### config.mk
export PLATFORM = sky130hd
export DESIGN_NAME = fetch_seq
export DESIGN_NICKNAME = d
export VERILOG_FILES = /design/src/rtl/fetch_pkg.sv /design/src/rtl/jump_lut.sv /design/src/rtl/fetch_seq.sv
export SDC_FILE = /design/constraint.sdc
export NUM_CORES = 1
export LEC_CHECK = 0
export ABC_AREA = 1
export CORE_MARGIN = 3
export CORE_UTILIZATION = 50
export CTS_BUF_LIST = sky130_fd_sc_hd__clkbuf_2 sky130_fd_sc_hd__clkbuf_4 sky130_fd_sc_hd__clkbuf_8
export CTS_CLUSTER_DIAMETER = 30
export DETAILED_ROUTE_END_ITERATION = 6
export DONT_BUFFER_PORTS = 1
export PLACE_DENSITY_LB_ADDON = 0.1
export SYNTH_ARGS = -nofsm -noshare
export SYNTH_HDL_FRONTEND = slang
export SYNTH_SLANG_ARGS = --single-unit
### constraint.sdc
create_clock -name clk -period 5.44 [get_ports clk]
set_clock_uncertainty 0.2 [all_clocks]
set_input_delay 0.272 -clock clk [delete_from_list [all_inputs] [get_ports clk]]
set_output_delay 0.272 -clock clk [all_outputs]
set_load 0.02 [all_outputs]
### src/rtl/fetch_pkg.sv
// Shared types for the fetch sequencer: FSM state encoding and jump-condition codes.
package fetch_pkg;

    typedef enum logic [1:0] {
        StIdle = 2'd0,
        StRun  = 2'd1,
        StDone = 2'd2
    } state_e;

    localparam logic [1:0] CondAlways  = 2'b00;
    localparam logic [1:0] CondZero    = 2'b01;
    localparam logic [1:0] CondNotZero = 2'b10;
    localparam logic [1:0] CondSc      = 2'b11;

    function automatic logic cond_true(input logic [1:0] c, input logic zero, input logic sc);
        logic r;
        case (c)
            CondAlways:  r = 1'b1;
            CondZero:    r = zero;
            CondNotZero: r = ~zero;
            default:     r = sc;
        endcase
        return r;
    endfunction

endpackage

### src/rtl/jump_lut.sv
// Jump-target table: one synchronous write port, one asynchronous read port, never reset.
module jump_lut #(
    parameter int unsigned D  = 12,
    parameter int unsigned LW = 5
) (
    input  logic          clk_i,
    input  logic          we_i,
    input  logic [LW-1:0] waddr_i,
    input  logic [D-1:0]  wdata_i,
    input  logic [LW-1:0] raddr_i,
    output logic [D-1:0]  rdata_o
);

    logic [D-1:0] mem_q [2**LW];

    always_ff @(posedge clk_i) begin
        if (we_i) begin
            mem_q[waddr_i] <= wdata_i;
        end
    end

    // Read sees the pre-write contents during a same-cycle write.
    assign rdata_o = mem_q[raddr_i];

endmodule

### src/rtl/fetch_seq.sv
// Program-counter sequencer: IDLE/RUN/DONE control with LUT-targeted conditional jumps,
// registered ALU flags and a saturating run-cycle counter.
module fetch_seq
    import fetch_pkg::*;
#(
    parameter int unsigned D        = 12,
    parameter int unsigned LW       = 5,
    parameter int unsigned END_ADDR = 128,
    parameter int unsigned CW       = 16
) (
    input  logic          clk,
    input  logic          reset,
    input  logic          req,
    input  logic          stall,
    input  logic          reljump_en,
    input  logic          absjump_en,
    input  logic [1:0]    cond,
    input  logic [LW-1:0] how_high,
    input  logic          halt_i,
    input  logic          zero_i,
    input  logic          pari_i,
    input  logic          sc_i,
    input  logic          flag_en,
    input  logic          sc_clr,
    input  logic          sc_en,
    input  logic          lut_we,
    input  logic [LW-1:0] lut_waddr,
    input  logic [D-1:0]  lut_wdata,
    output logic [D-1:0]  prog_ctr,
    output logic          zeroQ,
    output logic          pariQ,
    output logic          sc_q,
    output logic          busy,
    output logic          done,
    output logic [CW-1:0] cycles
);

    localparam logic [D-1:0] EndPc = D'(END_ADDR);

    state_e        state_q, state_d;
    logic [D-1:0]  pc_q, pc_d;
    logic [CW-1:0] cycles_q, cycles_d;
    logic          zero_q, zero_d, pari_q, pari_d, sc_flag_q, sc_flag_d;
    logic [D-1:0]  lut_rdata;
    logic          jump_take;

    jump_lut #(
        .D  (D),
        .LW (LW)
    ) u_jump_lut (
        .clk_i   (clk),
        .we_i    (lut_we),
        .waddr_i (lut_waddr),
        .wdata_i (lut_wdata),
        .raddr_i (how_high),
        .rdata_o (lut_rdata)
    );

    assign jump_take = (reljump_en | absjump_en) & cond_true(cond, zero_q, sc_flag_q);

    always_comb begin
        state_d   = state_q;
        pc_d      = pc_q;
        cycles_d  = cycles_q;
        zero_d    = zero_q;
        pari_d    = pari_q;
        sc_flag_d = sc_flag_q;
        unique case (state_q)
            StIdle: begin
                pc_d = '0;
                if (req) begin
                    state_d  = StRun;
                    cycles_d = '0;
                end
            end
            StRun: begin
                // Stalled cycles still count as run cycles.
                if (cycles_q != '1) begin
                    cycles_d = cycles_q + 1'b1;
                end
                if (!stall) begin
                    if (flag_en) begin
                        zero_d = zero_i;
                        pari_d = pari_i;
                    end
                    if (sc_clr) begin
                        sc_flag_d = 1'b0;
                    end else if (sc_en) begin
                        sc_flag_d = sc_i;
                    end
                    if (halt_i || pc_q == EndPc) begin
                        state_d = StDone;
                    end else if (jump_take) begin
                        pc_d = absjump_en ? lut_rdata : pc_q + lut_rdata;
                    end else begin
                        pc_d = pc_q + 1'b1;
                    end
                end
            end
            StDone: begin
                if (!req) begin
                    state_d = StIdle;
                    pc_d    = '0;
                end
            end
            default: state_d = StIdle;
        endcase
    end

    always_ff @(posedge clk) begin
        if (reset) begin
            state_q   <= StIdle;
            pc_q      <= '0;
            cycles_q  <= '0;
            zero_q    <= 1'b0;
            pari_q    <= 1'b0;
            sc_flag_q <= 1'b0;
        end else begin
            state_q   <= state_d;
            pc_q      <= pc_d;
            cycles_q  <= cycles_d;
            zero_q    <= zero_d;
            pari_q    <= pari_d;
            sc_flag_q <= sc_flag_d;
        end
    end

    assign prog_ctr = pc_q;
    assign cycles   = cycles_q;
    assign zeroQ    = zero_q;
    assign pariQ    = pari_q;
    assign sc_q     = sc_flag_q;
    assign busy     = (state_q == StRun);
    assign done     = (state_q == StDone);

endmodule
==> Flow_metrics.wiki <==
{| class="wikitable"
! Metric !! Value
|-
| Post-placement cell count || 2162
|-
| Overall overflow remaining after global route || 0
|-
| Part of the Yosys area used for sequential elements || 66.28%
|-
| Wire length of the first global-routing pass || 74640 µm
|-
| First-pass detailed-route iteration total || 5
|-
| Top cells by area, synth || sky130_fd_sc_hd__edfxtp_1 (63%), sky130_fd_sc_hd__nand2_1 (12%), sky130_fd_sc_hd__nand3_1 (8.7%)
|-
| CTS H-tree depth || 3
|-
| CP cell instances || inv_6 > buf_4 > nand2_1 > nand3_1 > nand2_1 > a21oi_1 > nand2_1 > nand3_1 > and2_1 > ha_1 > nand2_1 > nand2_1 > a21oi_1 > nand3_1 > nand2_1 > nand3_1 > nand3_1 > dlygate4sd3_1 > nand3_1 > dlygate4sd3_1 > nand2_1 > a21oi_1
|-
| GR Util All Layers || 25.23%
|-
| Most prevalent standard cell on the critical path || sky130_fd_sc_hd__nand2_1
|-
| Share of cells above drive strength 1 || 12.25%
|-
| Layout net count || 1904
|-
| Die Height || 197.8 µm
|-
| Time the final worst path needs with I/O delays and setup || 4.174 ns
|-
| Fin area || 21590 µm²
|-
| Final estimated routing congestion in global placement || 0.9037
|-
| Final hold vios || 0
|-
| Element type at the critical path end || flop
|-
| Classification of the worst setup path || primary input to flop
|-
| Synth async-reset ratio || 0%
|-
| Relative slew margins || 21.44%
|-
| Post-synth net total || 1806
|-
| Leading cell type in the layout, fill and taps excluded || sky130_fd_sc_hd__nand2_1
|-
| Post-synth EDFFs || 384
|-
| Critical-path cell with the highest stage delay || sky130_fd_sc_hd__dlygate4sd3_1
|-
| Synth Register Bits || 417
|-
| Fin worst setup slack || 1.266 ns
|-
| Warnings, synthesis || 0
|-
| Share of the synthesized area in the top cell type || 62.69%
|-
| Number of core rows || 69
|-
| Synth-to-layout area growth || 17.36%
|-
| Cell Pwr Density || 381.8 nW/µm²
|-
| Placement-stage cell area || 18750 µm²
|-
| Effective utilization at floorplan || 51.22%
|-
| Final HPWL DP || 27040 µm
|-
| Mean post-synth cell area || 10.49 µm²
|-
| Gate family responsible for the most delay along the worst path || buffers and inverters
|-
| Number of setup buffers added after CTS || 0
|-
| Post-Layout Cell Count || 2388
|-
| Routed wire length per instance || 20.67 µm
|-
| Data arrival time of the critical path || 4.46 ns
|-
| Core ar. || 35910 µm²
|-
| Critical path data required time || 5.72 ns
|-
| Largest net degree at the start of global routing || 195
|-
| Remaining number of nets flagged by the antenna check after routing || 0
|-
| DRC violations left || 0
|-
| Clock tree from TritonCTS || done
|-
| Highest attainable clock frequency || 0.2396 GHz
|-
| Clk_lat worst skew || 0.66 ns
|-
| Via Count || 13240
|-
| Bufs on Longest Clock Path || 3
|-
| Die outline area || 39120 µm²
|-
| Worst min path class || primary input to flop
|-
| Total negative setup slack || 0 ns
|-
| Crit start category || primary input
|-
| DRT Wirelength || 49360 µm
|-
| # IOs || 71
|-
| Post-placement worst setup slack || 1.807 ns
|-
| Ant diodes || 0
|-
| Count of distinct cell types in the synthesized netlist || 46
|-
| RSZ-0062 raised after global routing || false
|-
| # Max-Cap Violations || 0
|-
| Total buffers and inverters traversed by the critical path || 4
|-
| Critical path's largest stage delay || 0.58 ns
|-
| Slew Limit Fails || 0
|-
| Reg clk slew, reported paths || 0.05 ns
|-
| Initial antenna violation count || 1
|-
| Inserted Clock Buffers || 95
|-
| Top flip-flop cell by instance count after synthesis || sky130_fd_sc_hd__edfxtp_1
|-
| Static Leakage || 8.122 nW
|-
| Most used cells in the layout excluding fill and tap cells || sky130_fd_sc_hd__nand2_1 (567), sky130_fd_sc_hd__edfxtp_1 (384), sky130_fd_sc_hd__nand3_1 (321)
|-
| CTS resizes || 0
|-
| Port Buffers || 0
|-
| Maximum vdd ir drop || 0.0002541 V
|-
| DRT iter0 DRCs || 1125
|-
| Number of global-route vias before repair || 12740
|-
| Worst hold margin || 0.01669 ns
|-
| Root Buffer || sky130_fd_sc_hd__clkbuf_8
|-
| Via count normalized by instance count || 5.544
|-
| Slew at the pin closest to its max-slew limit || 1.174 ns
|-
| Width of the chip || 197.8 µm
|-
| Yosys top cell by area || sky130_fd_sc_hd__edfxtp_1
|-
| Synthesized cell area || 18390 µm²
|-
| Largest fanout on the critical path || 194
|-
| Final setup violation count || 0
|-
| Status || finished, final reports clean
|-
| Number of sinks on the clock net || 417
|-
| Cell count after synthesis || 1753
|-
| Share of the clock period used by the worst path after layout || 76.72%
|}
layout make-up:
type | instances | area [µm²]
Fill cell | 2976 | 14330
Sequential cell | 417 | 12190
Multi-Input combinational cell | 1171 | 5386
Clock buffer | 116 | 1478
Timing Repair Buffer | 89 | 935.9
Clock inverter | 57 | 718.2
Tap cell | 461 | 576.8
Inverter | 77 | 300.3
kinds of logic (layout without fill, tap and decap cells):
kind of cell,after synthesis,count (layout),share of synthesized area [%]
and+or+nand+nor,1019,1019,23.79
AOI/OAI and AO/OA,127,127,3.959
adders and majority gates,15,15,1.061
buffers and inverters,165,339,4.435
xor gates and xnor gates,10,10,0.4762
DFF,417,417,66.28
layer usage:
metal | wire length, µm | up-vias | GRT usage (%)
met3 | 3475 | 97 | 5.938
met5 | 13 | - | 0
met1 | 20650 | 6366 | 33.55
met2 | 24040 | 471 | 41.26
met4 | 1175 | 2 | 8.545
li1 | - | 6304 | -
stage by stage:
step,total power (W),util (%)
5_1_grt,0.008541,60.11
6_report,0.008243,60.11
4_1_cts,0.008301,60.11
3_3_place_gp,0.004163,52.21
3_5_place_dp,0.004165,52.21
2_1_floorplan,0.004077,-
power breakdown:
part,total (W),switching (W),internal (W),leakage (nW)
clock,0.00403,0.00147,0.00256,1.11
sequential,0.00361,0.0000530,0.00355,3.73
combinational,0.000605,0.000404,0.000201,3.29
final timing paths:
| path | slack, ns | to | start | depth (start not counted) |
|---|---|---|---|---|
| worst max-delay path | 1.27 | prog_ctr[11] | how_high[0] | 22 |
| worst min-delay path | 0.02 | prog_ctr[10] | how_high[3] | 7 |
| worst max register to register | 1.35 | prog_ctr[11] | u_jump_lut.mem_q[28][4] | 20 |
| worst min register to register | 0.41 | cycles[5] | cycles[5] | 2 |
sequential cells by signal, indices dropped and copies added (netlist names):
| signal | count |
|---|---|
| cycles | 16 |
| pariQ | 1 |
| prog_ctr | 12 |
| sc_q | 1 |
| state_q | 2 |
| u_jump_lut.mem_q | 384 |
| zeroQ | 1 |
worst reg2reg max path, stage by stage, from the launching register on:
cell and delay (ns):
sky130_fd_sc_hd__edfxtp_1 0.36, sky130_fd_sc_hd__nand2_1 0.07, sky130_fd_sc_hd__nand3_1 0.07, sky130_fd_sc_hd__nand3_1 0.14, sky130_fd_sc_hd__nand2_1 0.10, sky130_fd_sc_hd__nand2_1 0.12, sky130_fd_sc_hd__nand3_1 0.25, sky130_fd_sc_hd__and2_1 0.24
sky130_fd_sc_hd__ha_1 0.38, sky130_fd_sc_hd__nand2_1 0.11, sky130_fd_sc_hd__nor2_1 0.16, sky130_fd_sc_hd__nand3_1 0.11, sky130_fd_sc_hd__nand3_1 0.08, sky130_fd_sc_hd__nand2_1 0.08, sky130_fd_sc_hd__nand3_1 0.09, sky130_fd_sc_hd__nand3_1 0.07
sky130_fd_sc_hd__dlygate4sd3_1 0.56, sky130_fd_sc_hd__nand3_1 0.07, sky130_fd_sc_hd__dlygate4sd3_1 0.56, sky130_fd_sc_hd__nand2_1 0.05, sky130_fd_sc_hd__a21oi_1 0.11
cell usage after synthesis, types with 2 or more instances:
library cell,number
sky130_fd_sc_hd__nand2_1,567
sky130_fd_sc_hd__edfxtp_1,384
sky130_fd_sc_hd__nand3_1,321
sky130_fd_sc_hd__nor2_1,83
sky130_fd_sc_hd__inv_1,67
sky130_fd_sc_hd__a21oi_1,54
sky130_fd_sc_hd__dfxtp_1,33
sky130_fd_sc_hd__buf_2,29
sky130_fd_sc_hd__o21ai_0,29
sky130_fd_sc_hd__clkbuf_1,24
sky130_fd_sc_hd__buf_4,17
sky130_fd_sc_hd__ha_1,14
sky130_fd_sc_hd__o21ai_1,14
sky130_fd_sc_hd__nor3_1,13
sky130_fd_sc_hd__buf_6,12
sky130_fd_sc_hd__and2_1,11
sky130_fd_sc_hd__o211ai_1,11
sky130_fd_sc_hd__nand4_1,9
sky130_fd_sc_hd__xor2_1,8
sky130_fd_sc_hd__buf_1,6
sky130_fd_sc_hd__a21oi_2,4
sky130_fd_sc_hd__inv_2,4
sky130_fd_sc_hd__o21ai_2,4
sky130_fd_sc_hd__a31oi_1,3
sky130_fd_sc_hd__clkinv_1,3
sky130_fd_sc_hd__a211oi_2,2
sky130_fd_sc_hd__inv_4,2
sky130_fd_sc_hd__nand2_4,2
sky130_fd_sc_hd__nand3_2,2
sky130_fd_sc_hd__nand3b_1,2
sky130_fd_sc_hd__nor2_2,2
sky130_fd_sc_hd__nor3_2,2
sky130_fd_sc_hd__xnor2_1,2
timing repair:
item                                    in CTS  in global routing
hold buffers                                53                  0
hold endpoints to repair                   632                  0
endpoints found under the setup margin       0                  0
No activity file was read; power rests on OpenSTA's default activity.
